**src/rtl/soc_test_ctrl_pkg.sv**
```systemverilog
// Shared types for the SoC test controller: FSM state encoding and the default end-of-test address.
package soc_test_ctrl_pkg;

  typedef enum logic [1:0] {
    ST_HOLD = 2'd0,
    ST_RUN  = 2'd1,
    ST_DONE = 2'd2
  } state_e;

  localparam logic [31:0] DEFAULT_TOHOST_ADDR = 32'h0000_0FFC;

endpackage

```
**src/rtl/soc_test_ctrl_trace_fifo.sv**
```systemverilog
// Circular trace buffer: registered write, combinational head read, never stalls.
// When full, a push overwrites the oldest entry and sets the sticky ovf flag unless a pop retires it first.
module soc_test_ctrl_trace_fifo #(
  parameter int WIDTH = 64,
  parameter int DEPTH = 8
) (
  input  logic             clk,
  input  logic             reset,
  input  logic             push,
  input  logic [WIDTH-1:0] push_dat,
  input  logic             pop,
  output logic [WIDTH-1:0] head_dat,
  output logic             empty,
  output logic             ovf
);

  localparam int PTR_W = $clog2(DEPTH);
  localparam logic [PTR_W:0] CNT_FULL = (PTR_W+1)'(DEPTH);

  logic [WIDTH-1:0] mem_q [DEPTH];
  logic [PTR_W-1:0] head_q, head_d;
  logic [PTR_W-1:0] tail_q, tail_d;
  logic [PTR_W:0]   cnt_q, cnt_d;
  logic             ovf_q, ovf_d;
  logic             full;
  logic             pop_ok;

  always_comb begin
    head_d = head_q;
    tail_d = tail_q;
    cnt_d  = cnt_q;
    ovf_d  = ovf_q;
    full   = (cnt_q == CNT_FULL);
    pop_ok = pop && (cnt_q != '0);

    if (push) tail_d = tail_q + 1'b1;

    // A full push always retires the oldest entry; it only counts as lost if nobody popped it.
    if (push && full) begin
      head_d = head_q + 1'b1;
      if (!pop) ovf_d = 1'b1;
    end else begin
      if (pop_ok) head_d = head_q + 1'b1;
      if (push && !pop_ok)      cnt_d = cnt_q + 1'b1;
      else if (!push && pop_ok) cnt_d = cnt_q - 1'b1;
    end
  end

  always_ff @(posedge clk) begin
    if (reset) begin
      head_q <= '0;
      tail_q <= '0;
      cnt_q  <= '0;
      ovf_q  <= 1'b0;
    end else begin
      head_q <= head_d;
      tail_q <= tail_d;
      cnt_q  <= cnt_d;
      ovf_q  <= ovf_d;
    end
  end

  always_ff @(posedge clk) begin
    if (push) mem_q[tail_q] <= push_dat;
  end

  assign head_dat = mem_q[head_q];
  assign empty    = (cnt_q == '0);
  assign ovf      = ovf_q;

endmodule

```
**src/rtl/soc_test_ctrl.sv**
```systemverilog
// SoC test controller: stretched core reset, RUN-time event counters, tohost/timeout verdict, store trace.
// Verdict registers one edge after the deciding cycle; inputs are observed only, never back-pressured.
module soc_test_ctrl
  import soc_test_ctrl_pkg::*;
#(
  parameter int                ADDR_W         = 32,
  parameter int                DATA_W         = 32,
  parameter int                RESET_CYCLES   = 4,
  parameter int                TIMEOUT_CYCLES = 1000,
  parameter logic [ADDR_W-1:0] TOHOST_ADDR    = ADDR_W'(DEFAULT_TOHOST_ADDR),
  parameter int                TRACE_DEPTH    = 8,
  parameter int                CNT_W          = 32
) (
  input  logic              clk,
  input  logic              reset,
  output logic              core_reset,
  input  logic              mem_write,
  input  logic              mem_read,
  input  logic              stall,
  input  logic [ADDR_W-1:0] mem_addr,
  input  logic [DATA_W-1:0] mem_wdata,
  output logic              done,
  output logic              pass,
  output logic              timeout,
  output logic [DATA_W-1:0] fail_code,
  output logic [CNT_W-1:0]  cycle_cnt,
  output logic [CNT_W-1:0]  rd_cnt,
  output logic [CNT_W-1:0]  wr_cnt,
  input  logic              trace_rd_en,
  output logic [ADDR_W-1:0] trace_addr,
  output logic [DATA_W-1:0] trace_data,
  output logic              trace_empty,
  output logic              trace_ovf
);

  localparam int                HOLD_W       = $clog2(RESET_CYCLES) + 1;
  localparam logic [HOLD_W-1:0] HOLD_LAST    = HOLD_W'(RESET_CYCLES - 1);
  localparam logic [CNT_W-1:0]  TIMEOUT_LAST = CNT_W'(TIMEOUT_CYCLES - 1);
  localparam logic [DATA_W-1:0] PASS_VALUE   = DATA_W'(1);

  state_e             state_q, state_d;
  logic [HOLD_W-1:0]  hold_cnt_q, hold_cnt_d;
  logic               core_reset_q, core_reset_d;
  logic               done_q, done_d;
  logic               pass_q, pass_d;
  logic               timeout_q, timeout_d;
  logic [DATA_W-1:0]  fail_code_q, fail_code_d;
  logic [CNT_W-1:0]   cycle_cnt_q, cycle_cnt_d;
  logic [CNT_W-1:0]   rd_cnt_q, rd_cnt_d;
  logic [CNT_W-1:0]   wr_cnt_q, wr_cnt_d;

  logic               wr_done;
  logic               rd_done;
  logic               trace_push;
  logic [ADDR_W+DATA_W-1:0] trace_head;

  always_comb begin
    state_d      = state_q;
    hold_cnt_d   = hold_cnt_q;
    core_reset_d = core_reset_q;
    done_d       = done_q;
    pass_d       = pass_q;
    timeout_d    = timeout_q;
    fail_code_d  = fail_code_q;
    cycle_cnt_d  = cycle_cnt_q;
    rd_cnt_d     = rd_cnt_q;
    wr_cnt_d     = wr_cnt_q;
    trace_push   = 1'b0;

    // A cycle with both strobes is a store; the load strobe is ignored.
    wr_done = mem_write && !stall;
    rd_done = mem_read && !mem_write && !stall;

    case (state_q)
      ST_HOLD: begin
        core_reset_d = 1'b1;
        if (hold_cnt_q == HOLD_LAST) begin
          state_d      = ST_RUN;
          core_reset_d = 1'b0;
        end else begin
          hold_cnt_d = hold_cnt_q + 1'b1;
        end
      end
      ST_RUN: begin
        cycle_cnt_d = cycle_cnt_q + 1'b1;
        if (wr_done) begin
          wr_cnt_d   = wr_cnt_q + 1'b1;
          trace_push = 1'b1;
        end
        if (rd_done) rd_cnt_d = rd_cnt_q + 1'b1;

        // The tohost store outranks a timeout falling on the same cycle.
        if (wr_done && (mem_addr == TOHOST_ADDR)) begin
          state_d     = ST_DONE;
          done_d      = 1'b1;
          timeout_d   = 1'b0;
          pass_d      = (mem_wdata == PASS_VALUE);
          fail_code_d = (mem_wdata == PASS_VALUE) ? '0 : (mem_wdata >> 1);
        end else if (cycle_cnt_q == TIMEOUT_LAST) begin
          state_d   = ST_DONE;
          done_d    = 1'b1;
          timeout_d = 1'b1;
          pass_d    = 1'b0;
        end
      end
      ST_DONE: begin
        core_reset_d = 1'b0;
      end
      default: begin
        state_d = ST_HOLD;
      end
    endcase
  end

  always_ff @(posedge clk) begin
    if (reset) begin
      state_q      <= ST_HOLD;
      hold_cnt_q   <= '0;
      core_reset_q <= 1'b1;
      done_q       <= 1'b0;
      pass_q       <= 1'b0;
      timeout_q    <= 1'b0;
      fail_code_q  <= '0;
      cycle_cnt_q  <= '0;
      rd_cnt_q     <= '0;
      wr_cnt_q     <= '0;
    end else begin
      state_q      <= state_d;
      hold_cnt_q   <= hold_cnt_d;
      core_reset_q <= core_reset_d;
      done_q       <= done_d;
      pass_q       <= pass_d;
      timeout_q    <= timeout_d;
      fail_code_q  <= fail_code_d;
      cycle_cnt_q  <= cycle_cnt_d;
      rd_cnt_q     <= rd_cnt_d;
      wr_cnt_q     <= wr_cnt_d;
    end
  end

  soc_test_ctrl_trace_fifo #(
    .WIDTH (ADDR_W + DATA_W),
    .DEPTH (TRACE_DEPTH)
  ) u_trace (
    .clk      (clk),
    .reset    (reset),
    .push     (trace_push),
    .push_dat ({mem_addr, mem_wdata}),
    .pop      (trace_rd_en),
    .head_dat (trace_head),
    .empty    (trace_empty),
    .ovf      (trace_ovf)
  );

  assign trace_addr = trace_head[ADDR_W+DATA_W-1:DATA_W];
  assign trace_data = trace_head[DATA_W-1:0];

  assign core_reset = core_reset_q;
  assign done       = done_q;
  assign pass       = pass_q;
  assign timeout    = timeout_q;
  assign fail_code  = fail_code_q;
  assign cycle_cnt  = cycle_cnt_q;
  assign rd_cnt     = rd_cnt_q;
  assign wr_cnt     = wr_cnt_q;

endmodule

```
**config.mk**
```make
export PLATFORM = sky130hd
export DESIGN_NAME = soc_test_ctrl
export DESIGN_NICKNAME = d
export VERILOG_FILES = /design/src/rtl/soc_test_ctrl_pkg.sv /design/src/rtl/soc_test_ctrl_trace_fifo.sv /design/src/rtl/soc_test_ctrl.sv
export SDC_FILE = /design/constraint.sdc
export NUM_CORES = 1
export LEC_CHECK = 0
export ABC_AREA = 1
export CAP_MARGIN = 0
export CORE_MARGIN = 5
export CORE_UTILIZATION = 57
export CTS_CLUSTER_SIZE = 28
export DETAILED_ROUTE_END_ITERATION = 10
export PLACE_DENSITY = 0.8
export RECOVER_POWER = 50
export SETUP_SLACK_MARGIN = 0.1
export SYNTH_ARGS = -nofsm -noshare
export SYNTH_HDL_FRONTEND = slang
export SYNTH_SLANG_ARGS = --single-unit
```
**constraint.sdc**
```tcl
create_clock -name clk -period 8.8 [get_ports clk]
set_input_delay 0.88 -clock clk [delete_from_list [all_inputs] [get_ports clk]]
set_output_delay 0.88 -clock clk [all_outputs]
set_load 0.02 [all_outputs]
```
==> flow_summary.ini, run 1 <==
[sta]
fmax_mhz = 183
rsz0062_at_grt = no
fin_crit_ns = 5.47
finalCritPeriodShare = 0.621
hold_viol = 0
worst_slew_pin_slew_ns = 2.47
setup_viol = 0
fin_setup_tns_ns = 0
worst_clock_skew_ns = 0.0171
drv_slew = 43
max-slew-margin-rel = -0.646

[worst_setup_path]
worstReg2RegStart = state_q[0]
path_cells = buf_4 -> buf_4 -> nor2_1 -> o32ai_1 -> nand2_1 -> nand2_1 -> clkdlybuf4s50_1
crit_type = reg -> out
ff2ff_setup_slack_ns = 3.72
endpoint_kind = output pin
required_ns = 7.92
slowest_delay_ns = 0.91
arrival_ns = 4.59
crit_family = buffers and inverters
slowest_stage = buf_4
worstSetupStartpointType = flip-flop
path_max_fanout = 108
critical_path_buf_inv_count = 3

[synth]
yosys_warnings = 0
synth_top_cell_by_area = edfxtp_1
yosysSeqAreaShare = 0.666
synth_top_area_share = 0.557
synth_ff_type = edfxtp_1
synth_nets = 2729
synth_area_leaders = edfxtp_1 56%, dfxtp_1 11%, nor2_1 8.3%
avgSynthCellArea_um2 = 10.4
netlist_instances = 2648
syn-cell-area_mm2 = 0.0276
synth_seq_cells = 662
synth.distinct_cells = 42
synth-async-reset-ratio = 0
synth_edf_count = 512

[die]
ios = 268
rows = 80
die_w_um = 230
die_h_um = 230
core_area_mm2 = 0.0478
die_area_mm2 = 0.0529
initial_core_util = 0.577

[placed_design]
portBuffers = 266
dp_hpwl_um = 42600
place_area_mm2 = 0.0307
gp_congestion = 0.928

[cells_and_area]
final_area_mm2 = 0.0326
layout_commonest_cell = nor2_1
layout_common_cells = 608 x nor2_1, 512 x edfxtp_1, 449 x nand2_1, 181 x o21ai_0, 180 x inv_1
nets = 2958
drive_gt1_frac = 0.0509
syn_to_final_growth_pct = 18.3
fin_util = 0.682

[run]
drv_cap = 2

[cts]
postCtsSetupBuffers = 0
clkTransAtPathRegs_ns = 0.06
cts.sinks = 662
clockBufferDepth = 3
cts-resized-gates = 0
cts_inserted_buffers = 66
cts_root_buf = clkbuf_16
insertion_delay_ns = 0.60
htree_levels = 3
cts_tree = built
hold_buffers = 0

[routing]
ant_nets = 0
wl_um = 70900
vias = 20530
firstDrtPassIters = 6
wl_per_cell_um = 20.0
drc = 0
viasPerCell = 5.80
drtIter0Drc = 1806

[run_status]
status = finished, violations left
violations = capacitance limit, slew limit

[global_route]
grt_antenna_before_repair = 7
grt_usage = 0.262
grt_pass1_vias = 20332
grt_pass1_wl_um = 111000
grt_max_degree = 153
overflow = 0

[power]
power_density_mw_per_mm2 = 254
leakage_nw = 11.6
peakVddDrop_v = 0.000172

[worst_hold_path]
hold_start = u_trace.ovf
min_path_type = reg -> reg
==> logic make-up (layout without fill, tap and decap cells) <==
logic type	count (synthesis)	in the layout	synth area share
XOR/XNOR	16	16	0.00508
AND/OR/NAND/NOR	1255	1255	0.188
adder cells (fa/ha/maj)	11	11	0.00526
other	1	2	0.000136
buffers and inverters	306	584	0.0451
flip-flops	662	662	0.666
AO/OA/AOI/OAI	397	397	0.0904
==> path summary, 6_finish.rpt <==
| path | end | depth (start not counted) |
|---|---|---|
| min | u_trace.ovf | 1 |
| min reg2reg | u_trace.ovf | 1 |
| max reg2reg | u_trace.mem_q[7][8] | 7 |
| max | trace_data[18] | 7 |
==> worst reg2reg max path: cells and delay by family (launching register included) <==
family,cells,cell delay (ns)
buffers and inverters,3,1.11
flip-flops,1,0.42
AND/OR/NAND/NOR,4,3.15
==> cell type report <==
class / instances / area (um2)
multi-input combinational: 1680 / 7960
tap: 615 / 769
timing repair buffer: 284 / 2790
clock buffer: 86 / 1790
sequential: 662 / 18400
clock inverter: 31 / 230
fill: 3438 / 15200
inverter: 183 / 694
antenna: 1 / 2.50
==> flip-flops by register name, summed over array words and instances, names as in the netlist, named ones only <==
signal          flops
core_reset          1
cycle_cnt          32
done                1
fail_code          31
hold_cnt_q          3
pass                1
rd_cnt             32
state_q             2
timeout             1
u_trace.cnt_q       4
u_trace.head_q      3
u_trace.mem_q     512
u_trace.ovf         1
u_trace.tail_q      3
wr_cnt             32
==> report_power, final <==
part	switching (W)	internal [W]	total, W
Combinational	0.00134	0.000815	0.00216
Clock	0.00115	0.00150	0.00265
Sequential	0.0000868	0.00341	0.00349
==> Yosys cell counts, drive strengths merged (4+ instances only) <==
| library cell | number |
|---|---|
| a21oi | 57 |
| buf | 45 |
| clkbuf | 78 |
| dfxtp | 150 |
| edfxtp | 512 |
| ha | 10 |
| inv | 182 |
| nand2 | 453 |
| nand3 | 99 |
| nand3b | 4 |
| nand4 | 37 |
| nor2 | 628 |
| nor3 | 28 |
| nor3b | 4 |
| o21a | 6 |
| o21ai | 201 |
| o32ai | 128 |
| xnor2 | 4 |
| xor2 | 12 |
==> through the flow <==
step	setup slack, ns	power (W)	cells	hold WS (ns)
2_1_floorplan	2.42	0.00492	2648	0.443
3_3_place_gp	4.19	0.00564	3424	0.450
3_5_place_dp	4.07	0.00571	3424	0.459
4_1_cts	3.35	0.00836	3541	0.469
5_1_grt	3.01	0.00868	3541	0.504
6_report	3.33	0.00830	3542	0.459
==> routing by layer <==
metal | GRT usage | wire length (um) | vias to the layer above
met5 | 0 | 55 | -
met2 | 0.430 | 34200 | 928
met4 | 0.0783 | 1550 | 8
met3 | 0.0602 | 6520 | 133
met1 | 0.354 | 28600 | 9860
li1 | - | - | 9601
(Power assumes the default switching activity.)
==> run 2: changes to the inputs <==
- CORE_UTILIZATION: 57 -> 52
- PLACE_DENSITY: 0.8 -> 0.77
- clock period: 8.8 -> 4.4 ns (I/O delays scaled with it)
==> run 2 against run 1 <==
Compared with the run above: the flow now finishes without violations; via count fell by 0.10%; die area rose by 9.2%; sequential cell count did not move; power rose by 110%; global-route usage fell by 1.9 points; first-iteration DRC count rose by 2.7%; routed wire length rose by 0.29%; sequential power rose by 97%; clock-buffer cell count rose by 2; non-clock buffer count rose by 10; critical path depth fell by 1.
==> flow_summary.ini, run 2 (synthesis results as in run 1) <==
[die]
ios = 268
rows = 84
die_area_mm2 = 0.0578
die_h_um = 240
die_w_um = 240
initial_core_util = 0.525
core_area_mm2 = 0.0526

[cells_and_area]
nets = 2972
regMostFlops = u_trace.mem_q
drive_gt1_frac = 0.0540
fillers = 4093
syn_to_final_growth_pct = 20.0
finalNonFillerCells = 3643
seqCellArea_mm2 = 0.0184
multi_input_area_mm2 = 0.00791
layout_common_cells = 618 x nor2_1, 512 x edfxtp_1, 451 x nand2_1, 181 x o21ai_0, 179 x inv_1
largest_reg_flops = 512
layout_commonest_cell = nor2_1

[global_route]
grt_pass1_wl_um = 111000
grt_max_degree = 257
grt_usage = 0.243
overflow = 0
grt_antenna_before_repair = 10
grt_pass1_vias = 20476

[power]
swShare = 0.306
power_density_mw_per_mm2 = 519
p_seq_frac = 0.400
p_clk_frac = 0.338
p_int_w = 0.0119
leakage_nw = 11.7
peakVddDrop_v = 0.000342
combinationalPowerShare = 0.262
switching_power_w = 0.00526

[routing]
firstDrtPassIters = 6
drtIter0Drc = 1855
wl_per_cell_um = 19.5
drc = 0
wl_um = 71100
ant_nets = 0
vias = 20509
viasPerCell = 5.63

[cts]
hold_buffers = 0
cts.sinks = 662
htree_levels = 3
cts_tree = built
clockBufferDepth = 3
clkTransAtPathRegs_ns = 0.06
cts-resized-gates = 0
insertion_delay_ns = 0.60
postCtsSetupBuffers = 0
cts_root_buf = clkbuf_16
cts_inserted_buffers = 70

[run]
drv_cap = 0

[sta]
finalCritPeriodShare = 0.868
drv_slew = 0
fmax_mhz = 262
worst_slew_pin_slew_ns = 1.39
setup_viol = 0
hold_ws_ns = 0.464
fin_crit_ns = 3.82
max-slew-margin-rel = 0.0702
hold_viol = 0
rsz0062_at_grt = no
worst_clock_skew_ns = 0.0224
fin_setup_tns_ns = 0

[worst_setup_path]
crit_type = reg -> out
endpoint = trace_data[16]
reg2reg_depth = 6
ff2ff_setup_slack_ns = 1.05
worstReg2RegStart = state_q[1]
rr_endpoint = u_trace.mem_q[0][38]
required_ns = 3.96
path_max_fanout = 256
arrival_ns = 3.38
worstSetupStartpointType = flip-flop
endpoint_kind = output pin

[worst_hold_path]
min_path_type = reg -> reg

[placed_design]
gp_congestion = 0.922
dp.cells = 3507
dp_hpwl_um = 43900
portBuffers = 266

[run_status]
status = finished, final reports clean
==> run 2: changes by cell type in the layout (fill, tap and decap cells not counted), moves of 4 or more <==
| cell | before | now |
|---|---|---|
| nor2_2 | 7 | 3 |
| nor2_1 | 608 | 618 |
| buf_4 | 16 | 21 |
| diode_2 | 1 | 8 |
| clkdlybuf4s50_1 | 101 | 130 |
| clkbuf_16 | 67 | 74 |
| dlygate4sd3_1 | 165 | 135 |
| bufinv_16 | 2 | 6 |
| buf_12 | 0 | 7 |
| nor2_4 | 13 | 6 |
==> run 2: area by class of cell <==
type | instances | share of cell area
clock buffer | 88 | 0.0578
sequential | 662 | 0.556
timing repair buffer | 294 | 0.0893
antenna | 8 | 0.000605
inverter | 183 | 0.0210
clock inverter | 40 | 0.0109
tap | 688 | 0.0260
multi-input combinational | 1680 | 0.239
==> run 2: worst min path at each step <==
stage                        startpoint            end  slack (ns)  depth (start not counted)
after floorplan           hold_cnt_q[0]  hold_cnt_q[0]        0.44                          2
after global placement          timeout        timeout        0.46                          2
after detailed placement    u_trace.ovf    u_trace.ovf        0.46                          1
after CTS                         reset     rd_cnt[31]        0.43                          5
after global routing              reset     rd_cnt[31]        0.48                          5
final                       u_trace.ovf    u_trace.ovf        0.46                          1
==> run 2: per-stage QoR <==
step                total power, W  area, um2  setup slack (ns)  utilization
floorplan                  0.00985      27600             0.173            -
CTS                         0.0173      33200             0.712        0.632
finish                      0.0172      33100             0.580        0.630
global route                0.0180      33100             0.515        0.630
global placement            0.0114      30900              1.20        0.589
detailed placement          0.0115      30900              1.14        0.589
==> run 2: layer usage <==
metal / up-vias / part of all wire / wire length, um / track usage
met5: - / 0.00037 / 26 / 0
met4: 4 / 0.028 / 1980 / 0.0810
met3: 156 / 0.089 / 6360 / 0.0640
met2: 800 / 0.48 / 33800 / 0.394
met1: 9904 / 0.41 / 28900 / 0.323
li1: 9645 / - / - / -
==> run 2: power by group through the flow <==
| stage | sequential, W | combinational (W) | clock, W |
|---|---|---|---|
| finish | 0.00688 | 0.00450 | 0.00580 |
| global route | 0.00689 | 0.00491 | 0.00617 |
| CTS | 0.00688 | 0.00456 | 0.00589 |
| detailed placement | 0.00702 | 0.00452 | 0 |
| global placement | 0.00701 | 0.00440 | 0 |
| floorplan | 0.00700 | 0.00285 | 0 |
==> run 2: worst max-delay path: stages (launching register included) <==
cell	delay, ns
dfxtp_4	0.39
buf_12	0.51
nor2_1	0.15
o32ai_1	0.37
nand2_1	0.08
nand2_1	0.09
clkdlybuf4s50_1	0.70
